<file path="config.mk">
export PLATFORM = sky130hd
export DESIGN_NAME = i2c_cfg_seq
export DESIGN_NICKNAME = d
export VERILOG_FILES = /design/src/rtl/i2c_cfg_seq.sv
export SDC_FILE = /design/constraint.sdc
export NUM_CORES = 1
export LEC_CHECK = 0
export ABC_AREA = 1
export CAP_MARGIN = 20
export CORE_MARGIN = 4
export CORE_UTILIZATION = 45
export DETAILED_ROUTE_END_ITERATION = 7
export PLACE_DENSITY = 0.78
export SYNTH_ARGS = -nofsm -noshare
export SYNTH_HDL_FRONTEND = slang
export SYNTH_SLANG_ARGS = --single-unit
</file>
<file path="constraint.sdc">
create_clock -name clk -period 1.85 [get_ports clk]
set_input_delay 0.37 -clock clk [delete_from_list [all_inputs] [get_ports clk]]
set_output_delay 0.37 -clock clk [all_outputs]
set_load 0.02 [all_outputs]
</file>
<file path="src/rtl/i2c_cfg_seq.sv">
// rtl/i2c_cfg_seq.sv - table-driven single-byte I2C write sequencer in front of i2c_dri
// Optional per-write readback verify is enabled by defining I2C_CFG_VERIFY_EN.
module i2c_cfg_seq #(
  parameter int CLK_FRE   = 50_000_000,
  parameter int ADDR_BYTE = 2,
  parameter int REG_NUM   = 256,
  parameter int IDX_W     = 8,
  parameter int PWR_MS    = 20,
  parameter int PLS_W     = 4,
  parameter int BUSY_TO   = 1_000_000
) (
  input  logic                     clk,
  input  logic                     rst,
  input  logic                     cfg_start,
  output logic [IDX_W-1:0]         rom_addr,
  input  logic [ADDR_BYTE*8+7:0]   rom_data,
  output logic                     i2c_pluse,
  output logic                     i2c_w_r,
  output logic [ADDR_BYTE*8-1:0]   i2c_addr,
  output logic [7:0]               i2c_data_in,
  output logic [3:0]               i2c_byte_len,
  input  logic                     i2c_busy,
  input  logic [7:0]               i2c_data_out,
  output logic                     cfg_busy,
  output logic                     cfg_done,
  output logic                     cfg_err,
  output logic [IDX_W-1:0]         cfg_idx
);

  localparam int AW     = ADDR_BYTE * 8;
  localparam int MS_CYC = CLK_FRE / 1000;

  typedef enum logic [3:0] {
    S_PWR, S_FETCH, S_LOAD, S_DLY, S_TRIG, S_WBH, S_WBL, S_NEXT,
    S_DONE, S_ERR, S_VRD, S_VBH, S_VBL, S_CMP
  } state_t;

  state_t           state, state_nxt;
  logic [IDX_W-1:0] idx;
  logic [31:0]      cyc_cnt, ms_cnt, wait_cnt;
  logic             ms_tick, pls_end, busy_to;

  assign ms_tick      = (cyc_cnt == 32'(MS_CYC - 1));
  assign pls_end      = (wait_cnt == 32'(PLS_W - 1));
  assign busy_to      = (wait_cnt == 32'(BUSY_TO - 1));
  assign rom_addr     = idx;
  assign cfg_idx      = idx;
  assign i2c_byte_len = 4'd1;

`ifndef I2C_CFG_VERIFY_EN
  logic unused_rd_data;
  assign unused_rd_data = ^i2c_data_out;
`endif

  always_comb begin
    state_nxt = state;
    i2c_pluse = (state == S_TRIG);
    i2c_w_r   = 1'b1;
    cfg_done  = (state == S_DONE);
    cfg_err   = (state == S_ERR);
    cfg_busy  = !((state == S_DONE) || (state == S_ERR));
`ifdef I2C_CFG_VERIFY_EN
    if (state == S_VRD) i2c_pluse = 1'b1;
    if ((state == S_VRD) || (state == S_VBH) || (state == S_VBL) || (state == S_CMP)) i2c_w_r = 1'b0;
`endif
    case (state)
      S_PWR:   if (ms_cnt == 32'(PWR_MS)) state_nxt = S_FETCH;
      S_FETCH: state_nxt = S_LOAD;
      // An all-ones register address marks an inline delay entry.
      S_LOAD:  state_nxt = (rom_data[AW+7:8] == {AW{1'b1}}) ? S_DLY : S_TRIG;
      S_DLY:   if (ms_cnt == {24'd0, i2c_data_in}) state_nxt = S_NEXT;
      S_TRIG:  if (pls_end) state_nxt = S_WBH;
      S_WBH:   if (i2c_busy) state_nxt = S_WBL;
               else if (busy_to) state_nxt = S_ERR;
`ifdef I2C_CFG_VERIFY_EN
      S_WBL:   if (!i2c_busy) state_nxt = S_VRD;
               else if (busy_to) state_nxt = S_ERR;
      S_VRD:   if (pls_end) state_nxt = S_VBH;
      S_VBH:   if (i2c_busy) state_nxt = S_VBL;
               else if (busy_to) state_nxt = S_ERR;
      S_VBL:   if (!i2c_busy) state_nxt = S_CMP;
               else if (busy_to) state_nxt = S_ERR;
      S_CMP:   state_nxt = (i2c_data_out == i2c_data_in) ? S_NEXT : S_ERR;
`else
      S_WBL:   if (!i2c_busy) state_nxt = S_NEXT;
               else if (busy_to) state_nxt = S_ERR;
`endif
      S_NEXT:  state_nxt = (idx == IDX_W'(REG_NUM - 1)) ? S_DONE : S_FETCH;
      S_DONE,
      S_ERR:   if (cfg_start) state_nxt = S_FETCH;
      default: state_nxt = S_PWR;
    endcase
  end

  always_ff @(posedge clk) begin
    if (rst) begin
      state       <= S_PWR;
      idx         <= '0;
      cyc_cnt     <= '0;
      ms_cnt      <= '0;
      wait_cnt    <= '0;
      i2c_addr    <= '0;
      i2c_data_in <= '0;
    end else begin
      state <= state_nxt;
      // Every counter restarts on state entry so PWR/DLY/TRIG/timeouts all share them.
      if (state_nxt != state) begin
        cyc_cnt  <= '0;
        ms_cnt   <= '0;
        wait_cnt <= '0;
      end else begin
        wait_cnt <= wait_cnt + 32'd1;
        if (ms_tick) begin
          cyc_cnt <= '0;
          ms_cnt  <= ms_cnt + 32'd1;
        end else begin
          cyc_cnt <= cyc_cnt + 32'd1;
        end
      end
      if (state == S_LOAD) begin
        i2c_addr    <= rom_data[AW+7:8];
        i2c_data_in <= rom_data[7:0];
      end
      if ((state == S_NEXT) && (state_nxt == S_FETCH)) idx <= idx + 1'b1;
      if (((state == S_DONE) || (state == S_ERR)) && cfg_start) idx <= '0;
    end
  end

endmodule

</file>
==> results.json, run 1 <==
{
  "viasPerCell": 4.955,
  "worst_r2r_startpoint": "wait_cnt[1]",
  "cts_buffers": 17,
  "rows": 46,
  "gp_congestion": 0.9364,
  "drv_slew": 0,
  "fin_total_pwr_w": 0.006438,
  "place.detailed.hpwl_mm": 13.90,
  "ys_seq_area_share_pct": 35.33,
  "synth_top_area_share_pct": 35.33,
  "clock_latency_ps": 430,
  "rrSetupSlack_ps": -200,
  "dominantRegCellSynth": "dfxtp_1",
  "wire_per_inst_um": 12.89,
  "ant_nets": 0,
  "holdWs_ps": 444.5,
  "core_area_um2": 16060,
  "synth_common_cells": "233 x nor2_1, 179 x nand2_1, 157 x inv_1",
  "period_minus_slack_ps": 2046,
  "fp.dieH_um": 136.9,
  "synth.area.top_cells": "dfxtp_1 35%, nor2_1 12%, xor2_1 9.0%",
  "cp_top_family": "simple AND/OR/NAND/NOR gates",
  "peakVddDrop_uv": 737.8,
  "drt_pass1_iterations": 6,
  "portBuffers": 71,
  "ys_ff_latch": 132,
  "fin_skew_ps": 6.627,
  "synth_area_leader_cell": "dfxtp_1",
  "regArea_um2": 2661,
  "timing.rr.end": "ms_cnt[17]",
  "grt_pass1_vias": 7155,
  "design_area_um2": 10220,
  "antenna_cells": 0,
  "tritoncts": "done",
  "cp_common_cell": "nand3_2",
  "max_freq_ghz": 0.4888,
  "finalSetupViolations": 96,
  "status": "complete, but fails checks",
  "crit_slowest_cell": "dfxtp_2",
  "slowest_delay_ps": 350,
  "setup_ws_ps": -196.0,
  "placed_cells": 1487,
  "cts_buffer_depth": 2,
  "fin_cells": 1527,
  "hold_violations": 0,
  "drt_wl_total_mm": 19.69,
  "avgSynthCellArea_um2": 6.732,
  "drt_iter0_drc": 629,
  "failed_checks": "setup timing",
  "synth_enable_flop_cells": 0,
  "place_ws_ps": -515.1,
  "path_cells": "ha_4, nand2_4, nor2_4, nand2_2, nor2_2, nand3_2, nand2_2, nand3_2, nand2_1, nand3_2, nor2_4, nand2_8, buf_12, nor2_2",
  "clk_pin_slew_ps": 60,
  "grt-ovfl-total": 0,
  "cp.arrival_ps": 2410,
  "critPathMaxFanout": 16,
  "start_util_pct": 46.58,
  "grt_first_pass_wirelength_mm": 31.80,
  "num_vias": 7567,
  "multiInputGateArea_um2": 4340,
  "grtUsageTotal_pct": 20.65,
  "clk_root_buffer_cell": "clkbuf_16",
  "syn2layout_area_growth_pct": 36.69,
  "numClockSinks": 132,
  "cp-end-kind": "flop",
  "worstSetupPathType": "flop to flop",
  "start_kind": "flop",
  "synth_area_um2": 7480,
  "synth_cells": 1111,
  "crit_end": "ms_cnt[17]",
  "drc": 0,
  "hold_class": "flop to flop",
  "cts.htree.levels": 4,
  "path_buf_inv": 1,
  "startpoint": "wait_cnt[1]",
  "grt_max_degree": 35,
  "die_width_um": 136.9,
  "cts_hold_buf": 0,
  "nets": 1339,
  "drive_gt1_share_pct": 22.12,
  "floorplan.die_area_um2": 18750,
  "drv_cap": 0,
  "yosys_warnings": 0,
  "fin_crit_sh_pct": 110.6,
  "rsz0062_at_grt": "true",
  "p_per_area_nw_per_um2": 629.7,
  "io-pin-count": 85,
  "dpl-instance-area_um2": 9243,
  "synth.most_common_cell": "nor2_1",
  "ys_types": 33,
  "ff2ff_path_depth": 14,
  "async_reset_ff_share_pct": 0,
  "leakagePower_nw": 4.086,
  "nFillCells": 1308,
  "worst_ep_required_time_ps": 2210,
  "antenna_found_initial": 0,
  "cp.depth": 14
}
cells by family (layout without fill, tap and decap cells):
kind of cell | after synthesis | count (layout) | share of synthesized area [%]
compound gates | 60 | 60 | 4.148
simple gates | 618 | 618 | 36.58
xor+xnor | 98 | 98 | 11.48
mux | 1 | 1 | 0.1338
buf+inv | 195 | 392 | 11.39
fa+ha+maj | 5 | 5 | 0.8364
other cells | 2 | 5 | 0.1004
flops | 132 | 132 | 35.33
placed cells by master, fill, tap and decap left out, types with 4 or more instances in the layout:
cell               n
clkdlybuf4s50_1   52
nor4_1            16
clkbuf_16         18
clkinv_4           4
nand4_1           34
nor3_1            41
nor2_4            28
nor2_2            59
dfxtp_2            6
inv_1            154
nand2_2            6
nor3_2             5
dfxtp_1          123
nand3_2            5
nand3_1           42
a21oi_1           21
conb_1             5
xor2_1            77
dlygate4sd2_1     14
buf_12             6
inv_2              5
nor2_1           202
o21ai_0           31
xnor2_1           21
clkinv_2           7
buf_4            120
nand2_1          172
power breakdown:
group	total [W]	internal [W]	leakage, nW	switching (W)
clock	0.00331	0.00200	0.289	0.00131
sequential	0.00286	0.00285	1.07	0.00000974
combinational	0.000264	0.000131	2.73	0.000133
total	0.00644	0.00499	4.09	0.00145
through the flow:
stage / util, % / setup TNS (ps)
after floorplan: - / -1200
after global placement: 57.56 / -37590
after detailed placement: 57.56 / -44510
after CTS: 61.93 / -10490
after global routing: 63.67 / -26320
final: 63.67 / -14250
worst reg2reg max path: stages (launching register included):
cell and delay (ps):
dfxtp_2 350, ha_4 160, nand2_4 50, nor2_4 100, nand2_2 80, nor2_2 150, nand3_2 120, nand2_2 110
nand3_2 60, nand2_1 70, nand3_2 100, nor2_4 190, nand2_8 130, buf_12 190, nor2_2 100
routing by layer:
metal | track usage [%] | part of all wire, %
met1 | 25.40 | 43
met3 | 6.360 | 6.1
met4 | 6.541 | 2.1
met2 | 34.52 | 48
met5 | 0 | 0
layout make-up:
cell class                 instances  share of cell area (%)
multi-input combinational        787                   42.45
clock buffer                      18                   4.296
clock inverter                    14                   1.346
timing repair buffer             199                   17.28
tap                              216                   2.643
sequential                       132                   26.03
inverter                         161                   5.948
registers in the layout, summed over array words and instances (netlist names):
register	cells
cfg_idx	8
cyc_cnt	32
i2c_addr	16
i2c_data_in	8
ms_cnt	32
state	4
wait_cnt	32
worst min path at each step:
stage                 endpoint        from  slack [ps]  depth (start not counted)
finish              cyc_cnt[0]  cyc_cnt[0]         440                          1
global route        cyc_cnt[0]  cyc_cnt[0]         500                          1
CTS                 cyc_cnt[0]  cyc_cnt[0]         450                          1
detailed placement  cyc_cnt[0]  cyc_cnt[0]         440                          1
global placement    cyc_cnt[0]  cyc_cnt[0]         430                          1
floorplan           cyc_cnt[0]  cyc_cnt[0]         420                          1
repair_timing:
action | CTS | global route
buffers inserted | 3 | 3
pin swaps | 3 | 10
resized for setup | 51 | 67
endpoints found under the hold margin | 0 | 0
cloned | 1 | 1
endpoints found under the setup margin | 115 | 127
No activity file was read; power rests on OpenSTA's default activity.
==> run 2, diff against run 1 <==
Settings changed: CORE_UTILIZATION 45 to 40, HOLD_SLACK_MARGIN from default to 0.12, PLACE_DENSITY 0.78 to 0.71.
==> run 2 against run 1 <==
Effect of this change: the flow still finishes with violations (setup timing); routed wire length grew 7.7%; global-route usage shrank 1.1 points; combinational power grew 41%; die area grew 12%; sequential cell count is the same; power grew 3.7%; cell count grew 3.7%; worst setup slack lost 110 ps; clock skew grew 1.9 ps; register-to-register slack lost 110 ps; via count grew 3.5%; non-clock buffer count grew 43; largest cell class unchanged; largest power group unchanged.
==> results.json, run 2 (synthesis results as in run 1) <==
{
  "status": "complete, but fails checks",
  "failed_checks": "setup timing",
  "fin_skew_ps": 8.489,
  "final_cell_mix": "177 x nor2_1, 169 x nand2_1, 152 x inv_1, 152 x buf_4, 126 x dfxtp_1",
  "cts_buffers": 17,
  "grtUsageTotal_pct": 19.50,
  "cts.htree.levels": 4,
  "rows": 49,
  "max_freq_ghz": 0.4639,
  "cp-end-kind": "flop",
  "cp.arrival_ps": 2520,
  "drive_gt1_share_pct": 26.64,
  "fin_total_pwr_w": 0.006675,
  "syn2layout_area_growth_pct": 46.69,
  "die_width_um": 144.7,
  "finalSetupViolations": 98,
  "drv_slew": 0,
  "design_area_um2": 10970,
  "core_area_um2": 18150,
  "gp_congestion": 0.9347,
  "fin_cells": 1584,
  "drv_cap": 0,
  "place_ws_ps": -440.5,
  "drc": 0,
  "wire_per_inst_um": 13.39,
  "antenna_cells": 0,
  "leakagePower_nw": 4.449,
  "clk_root_buffer_cell": "clkbuf_16",
  "antenna_found_initial": 0,
  "setup_ws_ps": -305.5,
  "cts_buffer_depth": 2,
  "viasPerCell": 4.946,
  "p_per_area_nw_per_um2": 608.4,
  "fin_crit_sh_pct": 116.5,
  "period_minus_slack_ps": 2155,
  "fp.dieH_um": 144.7,
  "place.detailed.hpwl_mm": 13.84,
  "start_kind": "flop",
  "clock_latency_ps": 420,
  "rsz0062_at_grt": "true",
  "grt_pass1_vias": 7515,
  "grt_max_degree": 35,
  "portBuffers": 71,
  "peakVddDrop_uv": 621.5,
  "ant_nets": 0,
  "worstSetupPathType": "flop to flop",
  "drt_iter0_drc": 549,
  "numClockSinks": 132,
  "grt-ovfl-total": 0,
  "grt_first_pass_wirelength_mm": 33.55,
  "final_common_cell": "nor2_1",
  "io-pin-count": 85,
  "placed_cells": 1517,
  "top_regs": "cyc_cnt: 32 flops, ms_cnt: 32 flops, wait_cnt: 32 flops",
  "hold_violations": 0,
  "floorplan.die_area_um2": 20950,
  "hold_class": "flop to flop",
  "clk_pin_slew_ps": 60,
  "critPathMaxFanout": 7,
  "drt_pass1_iterations": 7,
  "dpl-instance-area_um2": 9387,
  "drt_wl_total_mm": 21.21,
  "start_util_pct": 41.22,
  "nets": 1383,
  "worst_ep_required_time_ps": 2210,
  "num_vias": 7835,
  "tritoncts": "done"
}
==> run 2: metal layers <==
layer | vias up | GRT usage [%] | routed length (µm)
met1 | 3631 | 24.01 | 8970
met4 | 0 | 5.646 | 475
li1 | 3921 | - | -
met3 | 50 | 6.244 | 1259
met5 | - | 0 | 0
met2 | 233 | 32.72 | 10500
==> run 2: what timing repair did <==
action | in CTS | in global routing
gates resized for setup | 64 | 127
pin swaps | 8 | 16
endpoints found under the setup margin | 114 | 133
setup buffers | 17 | 9
gates cloned | 5 | 5
hold buffers | 0 | 0
==> run 2: critical path, stage by stage (launching register included) <==
cell and delay (ps):
dfxtp_2 350, ha_4 150, nand2_2 70, nor2_4 140
nand2_2 90, nor2_2 130, nand3_2 130, nand2_2 120
nand3_2 80, nand2_2 100, nand3_2 100, nor2_4 140
nand2_4 110, buf_12 160, clkbuf_16 170, nor2_2 80
==> run 2: final timing paths <==
path	end	slack (ps)	cells after the start	startpoint
setup / recovery	ms_cnt[15]	-310	15	wait_cnt[0]
hold / removal	cyc_cnt[0]	460	1	cyc_cnt[0]
setup reg to reg	ms_cnt[15]	-310	15	wait_cnt[0]
hold reg to reg	cyc_cnt[0]	460	1	cyc_cnt[0]
==> run 2: layout make-up <==
class                           count  area [µm²]
Fill cell                        1531        7176
Multi-Input combinational cell    787        4557
Sequential cell                   132        2655
Timing Repair Buffer              242        2255
Inverter                          161       608.1
Clock buffer                       20       446.7
Tap cell                          229       286.5
Clock inverter                     12       156.4
Timing Repair inverter              1       7.507
==> run 2: metrics by stage <==
step,hold WS [ps],TNS (ps),util (%)
after global routing,500.4,-36580,60.46
after floorplan,417.5,-1200,-
after CTS,452.9,-12740,57.27
after global placement,429.9,-36970,51.72
after detailed placement,440.1,-39090,51.72
final,463.8,-25970,60.46
==> run 2: report_power, final <==
part           internal (W)  leakage (nW)  switching [W]  total, W
clock network       0.00216         0.294        0.00128   0.00344
registers           0.00285          1.07      0.0000103   0.00286
logic              0.000195          3.09       0.000178  0.000373
total               0.00520          4.45        0.00147   0.00667
==> run 3, diff against run 2 <==
Settings changed: CTS_CLUSTER_SIZE from default to 20, RECOVER_POWER from default to 25.
==> run 3 against run 2 <==
Effect of this change: the run still ends with setup timing left; sequential share of layout area grew 0.12 points; clock-buffer cell count is the same; design area shrank 0.50%; utilization shrank 0.30 points; largest cell class unchanged; non-clock buffer count is the same.
==> results.json, run 3 (synthesis results as in run 1) <==
{
  "status": "complete, but fails checks",
  "failed_checks": "setup timing",
  "nets": 1383,
  "antenna_cells": 0,
  "final_cell_mix": "177 x nor2_1, 169 x nand2_1, 152 x inv_1, 151 x buf_4, 126 x dfxtp_1",
  "multiInputGateArea_um2": 4557,
  "fp.dieH_um": 144.7,
  "min_to": "cyc_cnt[0]",
  "period_minus_slack_ps": 2153,
  "tritoncts": "done",
  "critPathMaxFanout": 7,
  "fin_tns_setup_ps": -25830,
  "finalSetupViolations": 99,
  "grt-ovfl-total": 0,
  "cp_common_cell": "nand2_2",
  "portBuffers": 71,
  "drv_slew": 0,
  "drt_wl_total_mm": 21.24,
  "hold_violations": 0,
  "ant_nets": 0,
  "syn2layout_area_growth_pct": 45.95,
  "setup_ws_ps": -303.1,
  "worst_ep_required_time_ps": 2210,
  "power.switching_w": 0.001471,
  "grt_max_degree": 35,
  "ff2ff_path_depth": 15,
  "p_per_area_nw_per_um2": 611.5,
  "cts_buffers": 17,
  "drt_pass1_iterations": 7,
  "timing.rr.end": "ms_cnt[15]",
  "peakVddDrop_uv": 621.3,
  "drv_cap": 0,
  "grt_first_pass_wirelength_mm": 33.55,
  "grt_pass1_vias": 7515,
  "cts.htree.levels": 4,
  "seqPwrFrac_pct": 42.9,
  "final_common_cell": "nor2_1",
  "place.detailed.hpwl_mm": 13.84,
  "drive_gt1_share_pct": 26.64,
  "p_int_w": 0.005204,
  "floorplan.die_area_um2": 20950,
  "nFillCells": 1549,
  "clockPowerShare_pct": 51.5,
  "combPwrFrac_pct": 5.6,
  "clk_root_buffer_cell": "clkbuf_16",
  "top_regs": "cyc_cnt: 32 flops, ms_cnt: 32 flops, wait_cnt: 32 flops",
  "slowest_delay_ps": 350,
  "leakagePower_nw": 4.323,
  "num_vias": 7848,
  "drt_iter0_drc": 547,
  "drc": 0,
  "clk_pin_slew_ps": 60,
  "whs_path_depth": 1,
  "rrSetupSlack_ps": -300,
  "cp-end-kind": "flop",
  "grtUsageTotal_pct": 19.50,
  "min_from": "cyc_cnt[0]",
  "cp.arrival_ps": 2510,
  "die_width_um": 144.7,
  "crit_slowest_cell": "dfxtp_2",
  "max_slew_margin_pct": 65.77,
  "worst_r2r_startpoint": "wait_cnt[0]",
  "start_util_pct": 41.22,
  "fin_skew_ps": 8.528,
  "worstSetupPathType": "flop to flop",
  "max_freq_ghz": 0.4644,
  "tightest_slew_ps": 513.5,
  "io-pin-count": 85,
  "start_kind": "flop",
  "fin_crit_sh_pct": 116.4,
  "core_area_um2": 18150,
  "rows": 49,
  "swShare_pct": 22.04,
  "rsz0062_at_grt": "true",
  "place_ws_ps": -440.5,
  "viasPerCell": 4.955,
  "wire_per_inst_um": 13.41,
  "regArea_um2": 2655,
  "hold_class": "flop to flop",
  "path_cells": "ha_4, nand2_2, nor2_4, nand2_2, nor2_2, nand3_2, nand2_2, nand3_2, nand2_2, nand3_2, nor2_4, nand2_4, buf_12, clkbuf_16, nor2_2",
  "antenna_found_initial": 0,
  "clock_latency_ps": 420,
  "gp_congestion": 0.9347,
  "numClockSinks": 132,
  "cts_buffer_depth": 2
}
## run 3: what timing repair did
item	in CTS	in global routing
setup buffers	17	9
hold buffers	0	0
cloned	5	5
endpoints found under the hold margin	0	0
setup endpoints to repair	114	133
gates resized for setup	64	127
pin swaps	8	16
## run 3: critical path, delay by kind of cell, from the launching register on
kind	cells	cell delay (ps)
adder cells (fa/ha/maj)	1	150
buffers and inverters	2	320
flip-flops	1	350
AND/OR/NAND/NOR	12	1280
## run 3: worst max-delay path by stage
stage | slack (ps) | start | endpoint | depth (start not counted)
final | -300 | wait_cnt[0] | ms_cnt[15] | 15
after global routing | -410 | state[3] | ms_cnt[10] | 16
after CTS | -160 | wait_cnt[1] | ms_cnt[23] | 16
after floorplan | -30 | cfg_idx[0] | ms_cnt[10] | 14
after global placement | -400 | rom_data[23] | ms_cnt[25] | 14
after detailed placement | -440 | rom_data[23] | ms_cnt[24] | 14
## run 3: per-stage QoR
stage	area [µm²]	hold slack (ps)	util [%]	std cells	power (W)
after global routing	10920	500.4	60.16	1584	0.006877
after CTS	10390	452.9	57.27	1571	0.006665
after floorplan	7537	417.5	-	1114	0.003047
final	10920	465.3	60.16	1584	0.006675
after global placement	9387	429.9	51.72	1517	0.003151
after detailed placement	9387	440.1	51.72	1517	0.003154
## run 3: final cells by class
type / count / area share, %
clock buffers: 20 / 4.092
clock inverters: 12 / 1.433
inverters: 161 / 5.570
multi-input cells: 787 / 41.74
flip-flops and latches: 132 / 24.32
well taps: 229 / 2.625
repair buffers: 242 / 20.15
repair inverters: 1 / 0.06877
## run 3: metal layers
metal	routed length (µm)	track usage [%]	vias up
met2	10510	32.72	242
met3	1270	6.244	56
met1	8977	24.01	3634
li1	-	-	3916
met4	486	5.646	0
met5	0	0	-
## run 3: power groups by stage
| stage | combinational, W | sequential [W] | clock, W |
|---|---|---|---|
| 3_5_place_dp | 0.000233 | 0.00292 | 0 |
| 6_report | 0.000373 | 0.00286 | 0.00344 |
| 5_1_grt | 0.000394 | 0.00286 | 0.00362 |
| 2_1_floorplan | 0.000125 | 0.00292 | 0 |
| 4_1_cts | 0.000302 | 0.00286 | 0.00350 |
| 3_3_place_gp | 0.000231 | 0.00292 | 0 |
